### src/rtl/arb_out_queue.sv
// arb_out_queue: output queue behind a 4-input arbiter. Stores {chosen, bits}
// pairs in arrival order and tracks occupancy overall and per chosen tag.
//
// Ports:
//   clk, reset                       clock, asynchronous active-high reset
//   io_enq_ready/valid/bits/chosen   enqueue handshake from the arbiter
//   io_deq_ready/valid/bits/chosen   dequeue handshake to the consumer
//   io_count                         current occupancy (0..ENTRIES)
//   io_src_count_0..3                occupancy per chosen tag value 0..3
module arb_out_queue #(
    parameter int unsigned ENTRIES = 4,
    parameter int unsigned W       = 8,
    parameter int unsigned TW      = 2
) (
    input  logic                       clk,
    input  logic                       reset,
    output logic                       io_enq_ready,
    input  logic                       io_enq_valid,
    input  logic [W-1:0]               io_enq_bits,
    input  logic [TW-1:0]              io_enq_chosen,
    input  logic                       io_deq_ready,
    output logic                       io_deq_valid,
    output logic [W-1:0]               io_deq_bits,
    output logic [TW-1:0]              io_deq_chosen,
    output logic [$clog2(ENTRIES):0]   io_count,
    output logic [$clog2(ENTRIES):0]   io_src_count_0,
    output logic [$clog2(ENTRIES):0]   io_src_count_1,
    output logic [$clog2(ENTRIES):0]   io_src_count_2,
    output logic [$clog2(ENTRIES):0]   io_src_count_3
);

    localparam int unsigned PW   = $clog2(ENTRIES);
    localparam int unsigned CW   = PW + 1;
    localparam int unsigned NSRC = 4;

    logic [W-1:0]  mem_bits   [ENTRIES];
    logic [TW-1:0] mem_chosen [ENTRIES];
    logic [PW-1:0] enq_ptr;
    logic [PW-1:0] deq_ptr;
    logic [PW-1:0] ptr_diff;
    logic          maybe_full;
    logic          ptr_match;
    logic          empty;
    logic          full;
    logic          enq_fire;
    logic          deq_fire;
    logic [CW-1:0] src_cnt [NSRC];
    logic [NSRC-1:0] src_inc;
    logic [NSRC-1:0] src_dec;

    // Queue status and handshake decode
    always_comb begin
        ptr_match    = (enq_ptr == deq_ptr);
        empty        = ptr_match && !maybe_full;
        full         = ptr_match && maybe_full;
        io_enq_ready = !full;
        io_deq_valid = !empty;
        enq_fire     = io_enq_valid && io_enq_ready;
        deq_fire     = io_deq_valid && io_deq_ready;
        io_deq_bits  = mem_bits[deq_ptr];
        io_deq_chosen = mem_chosen[deq_ptr];
        ptr_diff     = enq_ptr - deq_ptr;
        io_count     = full ? CW'(ENTRIES) : CW'(ptr_diff);
    end

    // Per-tag increment/decrement requests
    always_comb begin
        src_inc = '0;
        src_dec = '0;
        for (int k = 0; k < int'(NSRC); k++) begin
            src_inc[k] = enq_fire && (int'(io_enq_chosen) == k);
            src_dec[k] = deq_fire && (int'(io_deq_chosen) == k);
        end
    end

    // Storage array; contents are intentionally left unreset
    always_ff @(posedge clk) begin
        if (enq_fire) begin
            mem_bits[enq_ptr]   <= io_enq_bits;
            mem_chosen[enq_ptr] <= io_enq_chosen;
        end
    end

    // Pointers and full/empty disambiguation flag
    always_ff @(posedge clk or posedge reset) begin
        if (reset) begin
            enq_ptr    <= '0;
            deq_ptr    <= '0;
            maybe_full <= 1'b0;
        end else begin
            if (enq_fire) enq_ptr <= enq_ptr + PW'(1);
            if (deq_fire) deq_ptr <= deq_ptr + PW'(1);
            if (enq_fire != deq_fire) maybe_full <= enq_fire;
        end
    end

    // Per-tag occupancy counters
    always_ff @(posedge clk or posedge reset) begin
        if (reset) begin
            for (int k = 0; k < int'(NSRC); k++) src_cnt[k] <= '0;
        end else begin
            for (int k = 0; k < int'(NSRC); k++) begin
                if (src_inc[k] && !src_dec[k])      src_cnt[k] <= src_cnt[k] + CW'(1);
                else if (src_dec[k] && !src_inc[k]) src_cnt[k] <= src_cnt[k] - CW'(1);
            end
        end
    end

    assign io_src_count_0 = src_cnt[0];
    assign io_src_count_1 = src_cnt[1];
    assign io_src_count_2 = src_cnt[2];
    assign io_src_count_3 = src_cnt[3];

endmodule

### config.mk
export PLATFORM = sky130hd
export DESIGN_NAME = arb_out_queue
export DESIGN_NICKNAME = d
export VERILOG_FILES = /design/src/rtl/arb_out_queue.sv
export SDC_FILE = /design/constraint.sdc
export NUM_CORES = 1
export LEC_CHECK = 0
export ABC_AREA = 1
export BUFFER_PORTS_ARGS = -buffer_cell sky130_fd_sc_hd__buf_2
export CAP_MARGIN = 10
export CORE_MARGIN = 5
export CORE_UTILIZATION = 60
export CTS_BUF_LIST = sky130_fd_sc_hd__clkbuf_4 sky130_fd_sc_hd__clkbuf_8 sky130_fd_sc_hd__clkbuf_16
export CTS_CLUSTER_DIAMETER = 50
export DETAILED_ROUTE_END_ITERATION = 10
export GPL_TIMING_DRIVEN = 0
export PLACE_DENSITY = 0.94
export SKIP_LAST_GASP = 1
export SLEW_MARGIN = 20
export SYNTH_ARGS = -nofsm -noshare
export SYNTH_HDL_FRONTEND = slang
export SYNTH_SLANG_ARGS = --single-unit
### constraint.sdc
create_clock -name clk -period 6.7 [get_ports clk]
set_clock_uncertainty 0.1 [all_clocks]
set_input_delay 1.675 -clock clk [delete_from_list [all_inputs] [get_ports clk]]
set_output_delay 1.675 -clock clk [all_outputs]
set_load 0.05 [all_outputs]
==> out/qor_table.md, run 1 <==
| Result | Reported |
|---|---|
| Clock sink count | 57 |
| Number of cells produced by synthesis | 248 |
| Seq/Total Area, Yosys | 61.09% |
| Start point of the worst min-delay path | io_src_count_1[2]$_DFFE_PP0P_ |
| TNS Setup | 0 ps |
| Top delay family on crit path | buffers and inverters |
| Mean instance size in the synthesized netlist | 10.74 um2 |
| Reg-to-Reg Start | enq_ptr[0]$_DFFE_PP0P_ |
| Non-filler cells, final | 356 |
| Maximum number of pins on one net before global-route repair | 18 |
| Final-report hold violation count | 0 |
| Count of routing violations after the opening detailed-route iteration | 116 |
| Prevailing post-synth register cell | sky130_fd_sc_hd__edfxtp_1 |
| I/O Buffers | 40 |
| Deepest level of the CTS H-tree | 3 |
| Layout cell share with drive strength beyond 1 | 24.01% |
| Total number of nets in the final design | 326 |
| Number of synthesized register bits | 57 |
| Placed Cells incl. Taps | 340 |
| Global router's overall resource usage | 19.79% |
| Critical path's most frequent cell | sky130_fd_sc_hd__inv_1 |
| Cell-by-cell listing of the critical path | inv_1 > ha_1 > nand3_4 > inv_1 > buf_4 > buf_2 |
| Async S/R FF share, synth | 29.82% |
| Final max-slew violation count | 0 |
| Post-CTS setup buffers | 0 |
| DRC viols | 0 |
| Post-synth EDFFs | 40 |
| CTS clock-pin slew for the worst setup and hold paths | 60 ps |
| MaxCap Viol Count | 0 |
| Slew at the pin with the worst max-slew slack | 980.6 ps |
| Row Count | 24 |
| Post-synthesis instance area | 2663 um2 |
| Top area cells in the synthesized netlist | sky130_fd_sc_hd__edfxtp_1 45%, sky130_fd_sc_hd__dfrtp_1 16%, sky130_fd_sc_hd__nand2_1 8.5% |
| Detailed-placement wirelength estimate | 3609 um |
| Cts bufs inserted | 9 |
| Number of placed I/O pins | 41 |
| Height of the die | 76.62 um |
| Timing startpoint of the critical path | enq_ptr[0]$_DFFE_PP0P_ |
| Critical path fanouts, max | 6 |
| Antenna viol nets, final | 0 |
| Diode insertion count for antenna repair | 0 |
| Slowest cell on the critical path | sky130_fd_sc_hd__dfrtp_1 |
| Final period utilization | 53.88% |
| Data required time of the critical path | 4930 ps |
| Arrival time of the worst setup path | 1830 ps |
| Remaining Overflow, GRT | 0 |
| Signed area change from the synthesized netlist to the final layout | 16.21% |
| Vias after detailed routing | 1,870 |
| Buffer depth of the longest clock path | 2 |
| Largest incremental delay on the critical path | 410 ps |
| Category of the worst setup path launch point | register |
| Root buffer selected by CTS | sky130_fd_sc_hd__clkbuf_8 |
| Run status | completed |
| Number of synthesis warnings | 0 |
| Total die area | 5870 um2 |
| Starting density of the core | 61.57% |
| PnR worst setup slack | 3090 ps |
| Area inside the core boundary | 4324 um2 |
| Number of different library cells in the post-synthesis netlist | 24 |
| Area fraction of the dominant cell type after synthesis | 45.11% |
| Number of hold-repair buffers added at the cts stage | 0 |
| Sequential standard cell area | 1627 um2 |
| Clock tree from TritonCTS | done |
| Fmax achieved | 277.0 MHz |
| Classification of the worst setup path | register to output pin |
| Number of global-route vias before repair | 1,978 |
| Worst path buffer plus inverter count | 4 |
| Insertion delay of the later-clocked pin in the worst-skew pair | 330 ps |
| Worst slew margin relative to its limit | 34.38% |
| Tmin final | 3610 ps |
| Final setup violation count | 0 |
| Type of the most critical hold path | register to register |
| First-pass GRT wire length | 9087 um |
| Detailed-routing iteration count for the pre-antenna-repair pass | 4 |
| Die span in x | 76.62 um |
| Vias per std cell | 5.253 |
| Final wirelength | 5191 um |
| Synthesized net count | 275 |
| CTS-repair resized insts | 0 |
| WL/cell | 14.58 um |
| Cell type contributing the most total cell area after synthesis | sky130_fd_sc_hd__edfxtp_1 |
| Multi-input combinational cell area | 874.6 um2 |
| Endpoint kind of the worst setup timing path | output pin |
| FILL cells | 302 |
| Routability Congestion | 0.7655 |
| Worst slack at placement | 3458 ps |
| Setup repair after global routing missed its margin | false |
| Antenna violations before repair | 0 |
## worst reg2reg max path: cells and delay by family, from the launching register on
family / cells / cell delay (ps)
xor+xnor: 1 / 130
fa+ha+maj: 3 / 960
buf+inv: 3 / 260
flops: 1 / 410
simple gates: 5 / 520
## cells in the mapped netlist, types with 3 or more instances
library cell               instances
sky130_fd_sc_hd__nand2_1          60
sky130_fd_sc_hd__edfxtp_1         40
sky130_fd_sc_hd__o21ai_0          15
sky130_fd_sc_hd__inv_1            25
sky130_fd_sc_hd__dfrtp_1          17
sky130_fd_sc_hd__fa_1              4
sky130_fd_sc_hd__nor2_1           28
sky130_fd_sc_hd__o22ai_1           8
sky130_fd_sc_hd__inv_2             3
sky130_fd_sc_hd__nand3_1          13
sky130_fd_sc_hd__ha_1              9
sky130_fd_sc_hd__xnor2_1           8
## routing by layer
layer / wire [um] / vias up / track usage, %
met5: 0 / - / 0
met2: 2667 / 68 / 33.05
met1: 2084 / 877 / 23.22
li1: - / 916 / -
met3: 364 / 9 / 6.974
met4: 76 / 0 / 7.867
## cell usage in the layout (no fill, tap or decap)
cell type	instances
sky130_fd_sc_hd__clkinv_2	4
sky130_fd_sc_hd__nand3_1	13
sky130_fd_sc_hd__dfrtp_1	17
sky130_fd_sc_hd__o22ai_1	8
sky130_fd_sc_hd__nand2_1	60
sky130_fd_sc_hd__edfxtp_1	40
sky130_fd_sc_hd__inv_1	25
sky130_fd_sc_hd__nand3_2	1
sky130_fd_sc_hd__fa_1	4
sky130_fd_sc_hd__clkbuf_1	1
sky130_fd_sc_hd__buf_4	2
sky130_fd_sc_hd__nand3_4	1
sky130_fd_sc_hd__buf_2	42
sky130_fd_sc_hd__nand2_4	2
sky130_fd_sc_hd__or2_2	1
sky130_fd_sc_hd__o21ai_0	15
sky130_fd_sc_hd__buf_6	2
sky130_fd_sc_hd__xor2_1	2
sky130_fd_sc_hd__clkbuf_8	9
sky130_fd_sc_hd__ha_1	9
sky130_fd_sc_hd__o21ai_1	1
sky130_fd_sc_hd__nand2_2	2
sky130_fd_sc_hd__clkbuf_2	1
sky130_fd_sc_hd__xnor2_1	8
sky130_fd_sc_hd__inv_2	3
sky130_fd_sc_hd__nor2_1	28
sky130_fd_sc_hd__clkbuf_4	3
## final timing paths
check | slack (ps) | cells after the start | endpoint
worst min register to register | 370 | 1 | io_src_count_1[2]$_DFFE_PP0P_
worst max-delay path | 3090 | 6 | io_count[2]
min in group asynchronous | 1330 | 2 | deq_ptr[1]$_DFFE_PP0P_
worst max register to register | 4210 | 12 | io_src_count_1[2]$_DFFE_PP0P_
worst min-delay path | 370 | 1 | io_src_count_1[2]$_DFFE_PP0P_
max in group asynchronous | 4740 | 2 | io_src_count_3[1]$_DFFE_PP0P_
## area by class of cell
| type | count | share of cell area, % |
|---|---|---|
| Clock buffer | 12 | 4.731 |
| Timing Repair Buffer | 40 | 6.470 |
| Clock inverter | 4 | 0.6470 |
| Multi-Input combinational cell | 155 | 28.27 |
| Sequential cell | 57 | 52.57 |
| Tap cell | 52 | 2.103 |
| Buffer | 8 | 1.820 |
| Inverter | 28 | 3.397 |
## registers in the layout (all words and copies together) (netlist names)
signal	flops
mem_bits	32
mem_chosen	8
io_src_count_0	3
io_src_count_1	3
io_src_count_2	3
io_src_count_3	3
deq_ptr	2
enq_ptr	2
maybe_full	1
## logic make-up after synthesis
kind of cell               after synthesis  share of synthesized area, %
buffers and inverters                   36                         6.061
DFF                                     57                         61.09
xor gates and xnor gates                10                         3.290
AOI/OAI and AO/OA                       24                         4.887
and+or+nand+nor                        108                         17.43
adders and majority gates               13                         7.237
## per-stage QoR
stage / utilization (%) / cell area, um2 / hold slack (ps)
after floorplan: - / 2663 / 396.9
after global placement: 67.71 / 2928 / 356.0
after detailed placement: 67.71 / 2928 / 362.8
after CTS: 71.56 / 3094 / 375.2
after global routing: 71.56 / 3094 / 391.1
final: 71.56 / 3094 / 369.4
Power of run 1 is not shown: default switching activity piles up to over one toggle a cycle in this logic, so the estimate is an artifact.
==> run 2, diff against run 1 <==
- ABC_AREA: 1 -> 0
- CORE_UTILIZATION: 60 -> 50
- PLACE_DENSITY: 0.94 -> 0.85
- clock period: 6.7 -> 3.2 ns (I/O delays scaled with it)
==> run 2 against run 1 <==
  * Die area rose by 12%
  * Worst hold slack worse by 12 ps
  * First-iteration DRC count down 54%
  * Count of clock-buffer cells in the layout grew 1
  * Core utilization decreased by 9.3 points
  * Via count is 27% lower
==> out/qor_table.md, run 2 <==
| Result | Reported |
|---|---|
| Post-synthesis instance area | 2515 um2 |
| Slew at the pin with the worst max-slew slack | 686.0 ps |
| Remaining Overflow, GRT | 0 |
| Number of cells produced by synthesis | 145 |
| MaxCap Viol Count | 0 |
| Number of global-route vias before repair | 1,458 |
| Classification of the worst setup path | register to register |
| Seq/Total Area, Yosys | 64.68% |
| Most common cell after layout, fill and taps aside | sky130_fd_sc_hd__buf_2 |
| Diode insertion count for antenna repair | 0 |
| Sequential standard cell area | 1627 um2 |
| Mean instance size in the synthesized netlist | 17.34 um2 |
| First-pass GRT wire length | 7120 um |
| Root buffer selected by CTS | sky130_fd_sc_hd__clkbuf_8 |
| Prevailing post-synth register cell | sky130_fd_sc_hd__edfxtp_1 |
| Buffer depth of the longest clock path | 2 |
| Multi-input combinational cell area | 830.8 um2 |
| Category of the worst setup path launch point | register |
| DRC viols | 0 |
| Timing startpoint of the critical path | enq_ptr[0]$_DFFE_PP0P_ |
| Deepest level of the CTS H-tree | 3 |
| Type of the most critical hold path | register to register |
| Area inside the core boundary | 4817 um2 |
| Arrival time of the worst setup path | 3040 ps |
| Insertion delay of the later-clocked pin in the worst-skew pair | 330 ps |
| Post-synth EDFFs | 40 |
| CTS-repair resized insts | 0 |
| Number of synthesis warnings | 0 |
| Die span in x | 80.92 um |
| Antenna violations before repair | 0 |
| Final wirelength | 4342 um |
| Antenna viol nets, final | 0 |
| Count of routing violations after the opening detailed-route iteration | 53 |
| Starting density of the core | 52.21% |
| Async S/R FF share, synth | 29.82% |
| R2r worst-path depth | 9 |
| Endpoint of the most critical register-to-register path | io_src_count_0[1]$_DFFE_PP0P_ |
| Area fraction of the dominant cell type after synthesis | 47.76% |
| Critical path fanouts, max | 6 |
| Final-report hold violation count | 0 |
| Clock tree from TritonCTS | done |
| Synthesized net count | 172 |
| Detailed-placement wirelength estimate | 3034 um |
| Top area cells in the synthesized netlist | sky130_fd_sc_hd__edfxtp_1 48%, sky130_fd_sc_hd__dfrtp_1 17%, sky130_fd_sc_hd__mux4_2 9.0% |
| Signed area change from the synthesized netlist to the final layout | 19.25% |
| Routability Congestion | 0.6971 |
| Number of hold-repair buffers added at the cts stage | 0 |
| Worst slew margin relative to its limit | 54.22% |
| Data required time of the critical path | 3310 ps |
| Most numerous cell in the Yosys netlist | sky130_fd_sc_hd__edfxtp_1 |
| Number of synthesized register bits | 57 |
| Largest Register | mem_bits |
| Global router's overall resource usage | 15.19% |
| Cts bufs inserted | 9 |
| Tmin final | 2930 ps |
| Flip-flop count of the largest register, all copies and words added | 32 |
| FILL cells | 368 |
| Clock sink count | 57 |
| I/O Buffers | 40 |
| Detailed-routing iteration count for the pre-antenna-repair pass | 4 |
| Final setup violation count | 0 |
| Maximum number of pins on one net before global-route repair | 18 |
| TNS Setup | 0 ps |
| Top cells by instance count after synthesis | 40 x sky130_fd_sc_hd__edfxtp_1, 17 x sky130_fd_sc_hd__dfrtp_1, 11 x sky130_fd_sc_hd__xor2_1 |
| Reg-to-Reg Start | enq_ptr[0]$_DFFE_PP0P_ |
| Total number of nets in the final design | 223 |
| Setup slack of the worst register-to-register path | 270 ps |
| Post-CTS setup buffers | 0 |
| Number of different library cells in the post-synthesis netlist | 28 |
| Number of placed I/O pins | 41 |
| Height of the die | 80.92 um |
| WL/cell | 16.20 um |
| Commonest cells after routing, fill and taps aside | 41 x sky130_fd_sc_hd__buf_2, 40 x sky130_fd_sc_hd__edfxtp_1, 17 x sky130_fd_sc_hd__dfrtp_1 |
| Vias after detailed routing | 1,371 |
| Layout cell share with drive strength beyond 1 | 38.31% |
| Run status | completed |
| Setup repair after global routing missed its margin | false |
| Row Count | 25 |
| Final period utilization | 91.57% |
| Fmax achieved | 341.3 MHz |
| Cell type contributing the most total cell area after synthesis | sky130_fd_sc_hd__edfxtp_1 |
| Vias per std cell | 5.116 |
| Worst setup path end | io_src_count_0[1]$_DFFE_PP0P_ |
| Final max-slew violation count | 0 |
| Total die area | 6548 um2 |
| Endpoint kind of the worst setup timing path | register |
| Layout Utilization | 62.26% |
| CTS clock-pin slew for the worst setup and hold paths | 60 ps |
| Top flop regs | mem_bits x32, mem_chosen x8 |
==> run 2: cell types whose count changed after synthesis, sizes merged, moves of 3 or more <==
cell and change:
and2 +4, xor2 +9, buf -3, mux2 +5
mux4 +10, inv -18, o21ai -15, nor2 -23
o22ai -8, nand2 -60, nand3 -13
==> run 2: how the worst min path moves through the flow <==
stage                                         end  depth (start not counted)  slack [ps]                          start
floorplan                  maybe_full$_DFFE_PP0P_                          2         480         maybe_full$_DFFE_PP0P_
global placement    io_src_count_1[2]$_DFFE_PP0P_                          1         350  io_src_count_1[2]$_DFFE_PP0P_
detailed placement  io_src_count_1[2]$_DFFE_PP0P_                          1         350  io_src_count_1[2]$_DFFE_PP0P_
CTS                 io_src_count_1[2]$_DFFE_PP0P_                          1         370  io_src_count_1[2]$_DFFE_PP0P_
global route        io_src_count_3[2]$_DFFE_PP0P_                          1         390  io_src_count_3[2]$_DFFE_PP0P_
finish              io_src_count_1[2]$_DFFE_PP0P_                          1         360  io_src_count_1[2]$_DFFE_PP0P_
==> run 2: layout make-up <==
type | instances | area share, %
clock buffer | 13 | 5.340
timing repair buffer | 40 | 6.675
buffer | 3 | 0.6675
tap | 67 | 2.795
sequential | 57 | 54.23
clock inverter | 3 | 1.335
multi-input combinational | 75 | 27.70
inverter | 10 | 1.252
==> run 2: critical path: stages, from the launching register on <==
cell	delay (ps)
sky130_fd_sc_hd__dfrtp_1	370
sky130_fd_sc_hd__inv_1	110
sky130_fd_sc_hd__ha_1	400
sky130_fd_sc_hd__and2b_1	250
sky130_fd_sc_hd__a21boi_4	250
sky130_fd_sc_hd__or3b_1	390
sky130_fd_sc_hd__ha_1	220
sky130_fd_sc_hd__inv_1	70
sky130_fd_sc_hd__fa_1	400
sky130_fd_sc_hd__mux2_2	270
==> run 2: routing by layer <==
layer	vias up	wire length, um	global-route usage (%)
met5	-	0	0
met1	689	1978	19.61
met2	45	2024	22.66
li1	629	-	-
met4	0	57	6.588
met3	8	281	6.208
==> run 2: kinds of logic (layout without fill, tap and decap cells) <==
group                    after synthesis  after routing  synth area share, %
XOR/XNOR                              18             18                6.567
AO/OA/AOI/OAI                          5              5                2.338
multiplexers                          15             15                11.19
adder cells (fa/ha/maj)               13             13                7.662
buffers and inverters                 13             69                2.288
AND/OR/NAND/NOR                       24             24                5.273
flip-flops                            57             57                64.68
==> run 2: through the flow <==
step                      hold slack (ps)  cells  instance area, um2  setup WS, ps
final                               357.4    268                2999         269.9
after global routing                391.7    268                2999         136.5
after CTS                           368.4    268                2999         240.0
after detailed placement            352.5    252                2799         258.0
after global placement              350.5    252                2799         325.9
after floorplan                     480.3    145                2515         222.7
Power of run 2 is left out for the same reason.
==> run 3, diff against run 2 <==
- ABC_AREA: 0 -> 1
- CORE_UTILIZATION: 50 -> 51
- PLACE_DENSITY: 0.85 -> 0.86
==> run 3 against run 2 <==
  * Design area up 5.2%
  * First-iteration DRC count grew to 3.6 times the previous value
  * Fmax rose by 6.1%
  * Die area increased by 3.3%
  * Sequential share of layout area shrank 2.7 points
  * Highest routed layer unchanged
  * Cell count is 40% higher
  * Register-to-register slack improved by 470 ps
  * Critical path depth fell by 3
  * Count of clock-buffer cells in the layout unchanged
==> out/qor_table.md, run 3 (same netlist as run 1, synthesis figures left out) <==
| Result | Reported |
|---|---|
| Root buffer selected by CTS | sky130_fd_sc_hd__clkbuf_8 |
| Final setup violation count | 0 |
| Signed area change from the synthesized netlist to the final layout | 18.52% |
| Commonest cells after routing, fill and taps aside | 60 x sky130_fd_sc_hd__nand2_1, 42 x sky130_fd_sc_hd__buf_2, 40 x sky130_fd_sc_hd__edfxtp_1 |
| Vias per std cell | 5.048 |
| Global router's overall resource usage | 17.68% |
| Worst slew margin relative to its limit | 33.62% |
| Antenna violations before repair | 0 |
| Cts bufs inserted | 9 |
| WL/cell | 14.52 um |
| Critical path fanouts, max | 10 |
| FILL cells | 411 |
| Post-CTS setup buffers | 0 |
| Critical path's most frequent cell | sky130_fd_sc_hd__buf_2 |
| Area inside the core boundary | 5075 um2 |
| Buffer depth of the longest clock path | 2 |
| Start point of the worst min-delay path | io_src_count_3[2]$_DFFE_PP0P_ |
| Most common cell after layout, fill and taps aside | sky130_fd_sc_hd__nand2_1 |
| Number of global-route vias before repair | 1,949 |
| Remaining Overflow, GRT | 0 |
| Die span in x | 82.26 um |
| Count of routing violations after the opening detailed-route iteration | 191 |
| Antenna viol nets, final | 0 |
| Number of hold-repair buffers added at the cts stage | 0 |
| MaxCap Viol Count | 0 |
| Clock sink count | 57 |
| Clock tree from TritonCTS | done |
| I/O Buffers | 40 |
| Fmax achieved | 362.3 MHz |
| Row Count | 26 |
| Final period utilization | 86.27% |
| CTS clock-pin slew for the worst setup and hold paths | 60 ps |
| Maximum number of pins on one net before global-route repair | 18 |
| Number of placed I/O pins | 41 |
| Slew at the pin with the worst max-slew slack | 992.1 ps |
| Vias after detailed routing | 1,888 |
| Detailed-routing iteration count for the pre-antenna-repair pass | 4 |
| Setup repair after global routing missed its margin | false |
| Final-report hold violation count | 0 |
| DRC viols | 0 |
| First-pass GRT wire length | 8652 um |
| CTS-repair resized insts | 0 |
| Tmin final | 2761 ps |
| Type of the most critical hold path | register to register |
| Run status | completed |
| Total number of nets in the final design | 326 |
| Arrival time of the worst setup path | 1860 ps |
| Reg-to-Reg Start | enq_ptr[0]$_DFFE_PP0P_ |
| Cell-by-cell listing of the critical path | inv_2 > buf_6 > buf_2 > nor2_1 > o22ai_1 > buf_2 |
| Routability Congestion | 0.7175 |
| Data required time of the critical path | 2300 ps |
| Height of the die | 82.26 um |
| Timing startpoint of the critical path | deq_ptr[0]$_DFFE_PP0P_ |
| Deepest level of the CTS H-tree | 3 |
| Layout cell share with drive strength beyond 1 | 23.68% |
| Final max-slew violation count | 0 |
| Endpoint kind of the worst setup timing path | output pin |
| Classification of the worst setup path | register to output pin |
| Slowest cell on the critical path | sky130_fd_sc_hd__dfrtp_1 |
| Largest Register | mem_bits |
| Category of the worst setup path launch point | register |
| Top flop regs | mem_bits x32, mem_chosen x8 |
| TNS Setup | 0 ps |
| Flip-flop count of the largest register, all copies and words added | 32 |
| Starting density of the core | 52.47% |
| Layout Utilization | 62.18% |
| Total die area | 6766 um2 |
| Insertion delay of the later-clocked pin in the worst-skew pair | 330 ps |
| Diode insertion count for antenna repair | 0 |
| Detailed-placement wirelength estimate | 3892 um |
| Largest incremental delay on the critical path | 460 ps |
| Final wirelength | 5432 um |
==> run 3: layout make-up <==
type / instances / area [um2] / share of cell area [%]
multi-input combinational: 155 / 874.6 / 27.72
timing repair buffer: 40 / 200.2 / 6.344
inverter: 28 / 105.1 / 3.331
tap: 70 / 87.58 / 2.776
buffer: 8 / 56.30 / 1.784
clock inverter: 3 / 38.79 / 1.229
clock buffer: 13 / 166.4 / 5.274
sequential: 57 / 1627 / 51.55
==> run 3: worst paths after layout <==
check / slack [ps] / cells after the start / endpoint
worst max register to register: 740 / 12 / io_src_count_3[2]$_DFFE_PP0P_
min in group asynchronous: 460 / 2 / io_src_count_1[0]$_DFFE_PP0P_
worst min-delay path: 370 / 1 / io_src_count_3[2]$_DFFE_PP0P_
max in group asynchronous: 2110 / 2 / deq_ptr[0]$_DFFE_PP0P_
worst min register to register: 370 / 1 / io_src_count_3[2]$_DFFE_PP0P_
worst max-delay path: 440 / 6 / io_deq_bits[7]
==> run 3: layer usage <==
metal / vias to the layer above / wire length [um] / GRT usage (%)
met4: 0 / 105 / 10.13
met3: 9 / 363 / 4.121
met1: 909 / 2201 / 19.78
li1: 910 / - / -
met2: 60 / 2762 / 30.69
met5: - / 0 / 0
==> run 3: worst max-delay path, delay by kind of cell (launching register included) <==
family,cells,cell delay [ps]
AOI/OAI and AO/OA,1,220
DFF,1,460
buffers and inverters,4,790
and+or+nand+nor,1,60
==> run 3: per-stage QoR <==
step	instances	setup slack (ps)	hold WS, ps	cell area [um2]
2_1_floorplan	248	511.5	396.9	2663
3_3_place_gp	358	822.6	354.5	2950
3_5_place_dp	358	756.4	357.5	2950
4_1_cts	374	459.7	373.1	3156
5_1_grt	374	348.1	379.0	3156
6_report	374	439.5	369.2	3156
Power of run 3 is left out for the same reason.
